## src/rtl/parity_pkg.sv

```systemverilog
// Shared definitions for the receive-side parity checker: parity senses, byte width,
// skid-buffer state encoding and the 8-input XOR reduction used by the generator.
package parity_pkg;

  localparam int unsigned PAR_EVEN = 0;
  localparam int unsigned PAR_ODD  = 1;
  localparam int unsigned BYTE_W   = 8;

  typedef enum logic [1:0] {
    EMPTY,
    ONE,
    FULL
  } buf_state_e;

  function automatic logic par8(input logic [BYTE_W-1:0] b);
    return ^b;
  endfunction

endpackage

```

## src/rtl/parity_skid2.sv

```systemverilog
// Generic 2-entry valid/ready skid buffer: main register drives the output, skid register
// absorbs the one extra beat that arrives while ready is still high from the last cycle.
module parity_skid2
  import parity_pkg::*;
#(
  parameter int unsigned W = 9
) (
  input  logic         clk,
  input  logic         rst,
  input  logic         in_valid,
  output logic         in_ready,
  input  logic [W-1:0] in_data,
  output logic         out_valid,
  input  logic         out_ready,
  output logic [W-1:0] out_data
);

  buf_state_e   state_q, state_d;
  logic [W-1:0] main_q, main_d;
  logic [W-1:0] skid_q, skid_d;
  logic         in_ready_q;
  logic         accept, emit;

  assign in_ready  = in_ready_q;
  assign out_valid = (state_q != EMPTY);
  assign out_data  = main_q;
  assign accept    = in_valid & in_ready_q;
  assign emit      = out_valid & out_ready;

  always_comb begin
    state_d = state_q;
    main_d  = main_q;
    skid_d  = skid_q;
    case (state_q)
      EMPTY: begin
        if (accept) begin
          main_d  = in_data;
          state_d = ONE;
        end
      end
      ONE: begin
        if (accept && emit) begin
          main_d = in_data;
        end else if (accept) begin
          skid_d  = in_data;
          state_d = FULL;
        end else if (emit) begin
          state_d = EMPTY;
        end
      end
      FULL: begin
        // in_ready is low here, so only the drain path exists.
        if (emit) begin
          main_d  = skid_q;
          state_d = ONE;
        end
      end
      default: state_d = EMPTY;
    endcase
  end

  always_ff @(posedge clk or posedge rst) begin
    if (rst) begin
      state_q    <= EMPTY;
      main_q     <= '0;
      skid_q     <= '0;
      in_ready_q <= 1'b0;
    end else begin
      state_q    <= state_d;
      main_q     <= main_d;
      skid_q     <= skid_d;
      in_ready_q <= (state_d != FULL);
    end
  end

endmodule

```

## src/rtl/parity_check8.sv

```systemverilog
// Receive-side parity checker: flags each accepted byte against its parity bit, forwards it
// through a 2-entry skid buffer, and keeps a saturating error count plus a sticky error bit.
module parity_check8
  import parity_pkg::*;
#(
  parameter int unsigned ODD   = PAR_EVEN,
  parameter int unsigned CNT_W = 16
) (
  input  logic              clk,
  input  logic              rst,
  input  logic              in_valid,
  output logic              in_ready,
  input  logic [BYTE_W-1:0] in_data,
  input  logic              in_par,
  output logic              out_valid,
  input  logic              out_ready,
  output logic [BYTE_W-1:0] out_data,
  output logic              out_err,
  output logic [CNT_W-1:0]  err_cnt,
  output logic              err_seen,
  input  logic              cnt_clr
);

  localparam logic SENSE = (ODD == PAR_ODD);

  logic              in_err;
  logic              accept;
  logic [BYTE_W:0]   out_word;
  logic [CNT_W-1:0]  err_cnt_q;
  logic              err_seen_q;

  assign in_err = par8(in_data) ^ in_par ^ SENSE;
  assign accept = in_valid & in_ready;

  parity_skid2 #(
    .W(BYTE_W + 1)
  ) u_skid (
    .clk      (clk),
    .rst      (rst),
    .in_valid (in_valid),
    .in_ready (in_ready),
    .in_data  ({in_err, in_data}),
    .out_valid(out_valid),
    .out_ready(out_ready),
    .out_data (out_word)
  );

  assign out_err  = out_word[BYTE_W];
  assign out_data = out_word[BYTE_W-1:0];
  assign err_cnt  = err_cnt_q;
  assign err_seen = err_seen_q;

  // An erroring accept beats a simultaneous clear: the count restarts at 1.
  always_ff @(posedge clk or posedge rst) begin
    if (rst) begin
      err_cnt_q  <= '0;
      err_seen_q <= 1'b0;
    end else if (accept && in_err) begin
      err_seen_q <= 1'b1;
      if (cnt_clr) begin
        err_cnt_q <= CNT_W'(1);
      end else if (err_cnt_q != {CNT_W{1'b1}}) begin
        err_cnt_q <= err_cnt_q + CNT_W'(1);
      end
    end else if (cnt_clr) begin
      err_cnt_q  <= '0;
      err_seen_q <= 1'b0;
    end
  end

endmodule

```

## config.mk

```make
export PLATFORM = sky130hd
export DESIGN_NAME = parity_check8
export DESIGN_NICKNAME = d
export VERILOG_FILES = /design/src/rtl/parity_pkg.sv /design/src/rtl/parity_skid2.sv /design/src/rtl/parity_check8.sv
export SDC_FILE = /design/constraint.sdc
export NUM_CORES = 1
export LEC_CHECK = 0
export BUFFER_PORTS_ARGS = -buffer_cell sky130_fd_sc_hd__buf_2
export CORE_UTILIZATION = 30
export DETAILED_ROUTE_END_ITERATION = 12
export PLACE_DENSITY = 0.57
export SETUP_SLACK_MARGIN = 0.15
export SLEW_MARGIN = 20
export SYNTH_ARGS = -nofsm -noshare
export SYNTH_HDL_FRONTEND = slang
export SYNTH_SLANG_ARGS = --single-unit
```

## constraint.sdc

```tcl
create_clock -name clk -period 2.1 [get_ports clk]
set_input_delay 0.315 -clock clk [delete_from_list [all_inputs] [get_ports clk]]
set_output_delay 0.315 -clock clk [all_outputs]
set_load 0.1 [all_outputs]
```

==> impl_summary.log <==
[metrics] average instance area after synthesis: 10.25 um2
[metrics] DIE HEIGHT: 83.20 um
[metrics] most numerous cell types in the synthesized netlist: sky130_fd_sc_hd__dfrtp_1, sky130_fd_sc_hd__nand2_1, sky130_fd_sc_hd__o21ai_0
[metrics] CP max stage cell: sky130_fd_sc_hd__dfrtp_4
[metrics] I/O Buffers: 41
[metrics] largest cells by area after synthesis: sky130_fd_sc_hd__dfrtp_1, sky130_fd_sc_hd__mux2_2, sky130_fd_sc_hd__mux2i_1, sky130_fd_sc_hd__nand2_1, sky130_fd_sc_hd__mux2_1
[metrics] Sequential Area: 997.2 um2
[metrics] post-detailed-placement half-perimeter wirelength: 3086 um
[metrics] global placement routability congestion: 0.7405
[metrics] worst IR drop on VDD: 902.9 uV
[metrics] Yosys top cell by area: sky130_fd_sc_hd__dfrtp_1
[metrics] RSZ-0062 raised after global routing: no
[metrics] number of global-route vias before repair: 1602
[metrics] path category of the worst min-delay check: in2async
[metrics] CP endpoint kind: flip-flop
[metrics] Area Overhead vs Synth: 30.36%
[metrics] number of standard cells after synthesis: 193
[metrics] post-layout min period: 1888 ps
[metrics] Post-Syn Area: 1978 um2
[metrics] initial detailed-routing violation count: 57
[metrics] TritonCTS clock tree: yes
[metrics] proportion of synthesized chip area in sequential cells: 0.4807
[metrics] crit path launch type: flip-flop
[metrics] total global routing track utilization: 0.1395
[metrics] most used flip-flop cell after synthesis: sky130_fd_sc_hd__dfrtp_1
[metrics] total wire length after detailed routing: 4583 um
[metrics] R2R setup slack: 210 ps
[metrics] mean routed wirelength per cell: 13.97 um
[metrics] critical path start-end classification: reg2reg
[metrics] NumNets Final: 266
[metrics] final routed DRC violation total: 0
[metrics] warning count from the yosys run: 0
[metrics] pwr dens: 1216 nW/um2
[metrics] wire length of the first global-routing pass: 7797 um
[metrics] core box area: 6350 um2
[metrics] Leak Pwr: 1.178 nW
[metrics] area used by multi-input combinational logic: 1031 um2
[metrics] Synth top area share: 0.4807
[metrics] clock slew at the register clock pins of the worst setup and hold paths: 80 ps
[metrics] fraction of final layout cells sized beyond drive strength 1: 0.4183
[metrics] Initial Util: 0.3115
[metrics] cts bufs inserted: 5
[metrics] Vias/cell: 4.939
[metrics] number of nets in the synthesized netlist: 208
[metrics] H-tree Lvls: 2
[metrics] count of final max-slew check failures: 0
[metrics] max-cap viol count: 0
[metrics] Min Hold Slack: 143.2 ps
[metrics] ordered list of cells on the worst path: and4_4, or3b_4, nor3_4, buf_4, nor4_2, mux2_1
[metrics] final setup skew: 2.152 ps
[metrics] normalized max-slew margin: 0.6697
[metrics] Final Cycle Share: 0.8991
[metrics] fmax: 0.5296 GHz
[metrics] total vias in the final route: 1620
[metrics] antenna violations before repair: 0
[metrics] Diodes inserted: 0
[metrics] Critical Path RT: 2270 ps
[metrics] Setup WS post-layout: 211.8 ps
[metrics] number of synthesized register bits: 38
[metrics] WP data arrival: 2050 ps
[metrics] Final setup violation count: 0
[metrics] Setup WS pre-CTS: -97.61 ps
[metrics] chip width: 83.20 um
[metrics] number of clock sinks: 38
[metrics] detailed-routing iteration count for the pre-antenna-repair pass: 4
[metrics] result of the run: finished, final reports clean
[metrics] CTS root buf: sky130_fd_sc_hd__clkbuf_8
[metrics] Slew @ Worst Pin: 495.4 ps
[metrics] top fanout value on the critical path: 5
[metrics] number of enable flip-flop cells after synthesis: 0
[metrics] share of flip-flops with an asynchronous set or reset after synthesis: 1.000
[metrics] total power draw: 3.135 mW
[metrics] ports placed on the boundary: 42
[metrics] largest net degree at the start of global routing: 39
[metrics] number of endpoints with negative hold slack in the final report: 0
[metrics] clk_lat worst skew: 280 ps
[metrics] residual antenna-violating net count after detailed routing: 0
[metrics] most common cell in the synthesized netlist: sky130_fd_sc_hd__dfrtp_1
[metrics] CTS Buffer Depth: 2
[metrics] Cell Rows: 29
[metrics] count of distinct cell types in the synthesized netlist: 37
[metrics] biggest cell delay along the critical path: 440 ps
[metrics] count of filler cells inserted in the layout: 619
[metrics] full die area: 6922 um2
[metrics] grt ovf: 0
[metrics] count of hold-fix buffers inserted at cts: 0
-- cell type report --
class                           instances  area share
Tap cell                               77     0.03736
Inverter                                6    0.008734
Multi-Input combinational cell        141      0.3998
Sequential cell                        38      0.3867
Timing Repair Buffer                   59      0.1368
Clock inverter                          2    0.003882
Clock buffer                            5     0.02669
-- where the power goes --
group          leakage (nW)  internal, mW  switching, mW
clock network        0.0438         0.223          0.257
registers             0.457         0.947          0.134
logic                 0.677         0.361           1.21
total                  1.18          1.53           1.60
-- cells by family (layout without fill, tap and decap cells) --
| kind of cell | after synthesis | in the layout | share of synthesized area |
|---|---|---|---|
| and+or+nand+nor | 73 | 73 | 0.1986 |
| DFF | 38 | 38 | 0.4807 |
| AOI/OAI and AO/OA | 34 | 34 | 0.1050 |
| buffers and inverters | 14 | 72 | 0.03099 |
| adders and majority gates | 1 | 1 | 0.006324 |
| muxes | 24 | 24 | 0.1309 |
| xor gates and xnor gates | 9 | 9 | 0.04744 |
-- path summary, 6_finish.rpt --
check                      depth (start not counted)                from            endpoint
setup / recovery                                   6         err_cnt[13]          err_cnt[8]
hold / removal                                     3                 rst         err_cnt[14]
setup reg to reg                                   6         err_cnt[13]          err_cnt[8]
hold reg to reg                                    2  u_skid.out_data[2]  u_skid.out_data[2]
max in group asynchronous                          3                 rst          err_cnt[1]
min in group clk                                   2          in_data[0]    u_skid.skid_q[0]
-- flip-flops by register name, indices dropped and copies added, names as in the netlist --
name and cells:
err_seen 1, u_skid.out_data 9, err_cnt 16, u_skid.skid_q 9, u_skid.state_q 2, u_skid.in_ready 1
-- placed cells by master (no fill, tap or decap), types with 2 or more instances in the layout --
cell type	netlist	layout
sky130_fd_sc_hd__buf_4	0	17
sky130_fd_sc_hd__mux2_2	9	9
sky130_fd_sc_hd__nand3_1	4	4
sky130_fd_sc_hd__nand4_1	7	7
sky130_fd_sc_hd__nand2_1	19	19
sky130_fd_sc_hd__or3_1	3	3
sky130_fd_sc_hd__buf_2	1	41
sky130_fd_sc_hd__clkinv_2	0	2
sky130_fd_sc_hd__dfrtp_2	0	7
sky130_fd_sc_hd__a21oi_1	10	9
sky130_fd_sc_hd__xnor2_1	5	5
sky130_fd_sc_hd__mux2i_1	9	9
sky130_fd_sc_hd__inv_1	6	6
sky130_fd_sc_hd__mux2_1	6	6
sky130_fd_sc_hd__and2_1	3	3
sky130_fd_sc_hd__clkbuf_8	0	5
sky130_fd_sc_hd__nor4_2	0	3
sky130_fd_sc_hd__dfrtp_1	38	21
sky130_fd_sc_hd__xor2_1	3	3
sky130_fd_sc_hd__or4_1	5	5
sky130_fd_sc_hd__o31ai_1	6	6
sky130_fd_sc_hd__nor4_1	6	3
sky130_fd_sc_hd__nor2_1	10	10
sky130_fd_sc_hd__nor2b_1	8	8
sky130_fd_sc_hd__dfrtp_4	0	10
sky130_fd_sc_hd__o21ai_0	12	12
-- per-layer routing --
metal / up-vias / GRT usage / share of wire
met5: - / 0 / 0
met4: 0 / 0.03448 / 0.0033
met3: 2 / 0.04274 / 0.059
met2: 40 / 0.2265 / 0.47
met1: 768 / 0.1812 / 0.46
li1: 810 / - / -
-- per-stage QoR --
step,TNS (ps),std cells,instance area [um2],utilization
2_1_floorplan,0,193,2049,-
3_3_place_gp,-376.2,315,2415,0.3803
3_5_place_dp,-657.8,315,2415,0.3803
4_1_cts,0,323,2501,0.3939
5_1_grt,0,328,2579,0.4061
6_report,0,328,2579,0.4061
-- worst max-delay path: cells and delay by family, from the launching register on --
kind / cells / cell delay [ps]
buf+inv: 1 / 150
flops: 1 / 440
mux: 1 / 320
simple gates: 4 / 880
-- what timing repair did --
item                                    4_1_cts  5_1_grt
gates resized for setup                       0        7
pin swaps                                     0        5
endpoints found under the setup margin        1       20
gates cloned                                  0        0
setup buffers                                 1        5
Power figures use the tool's default switching activity.
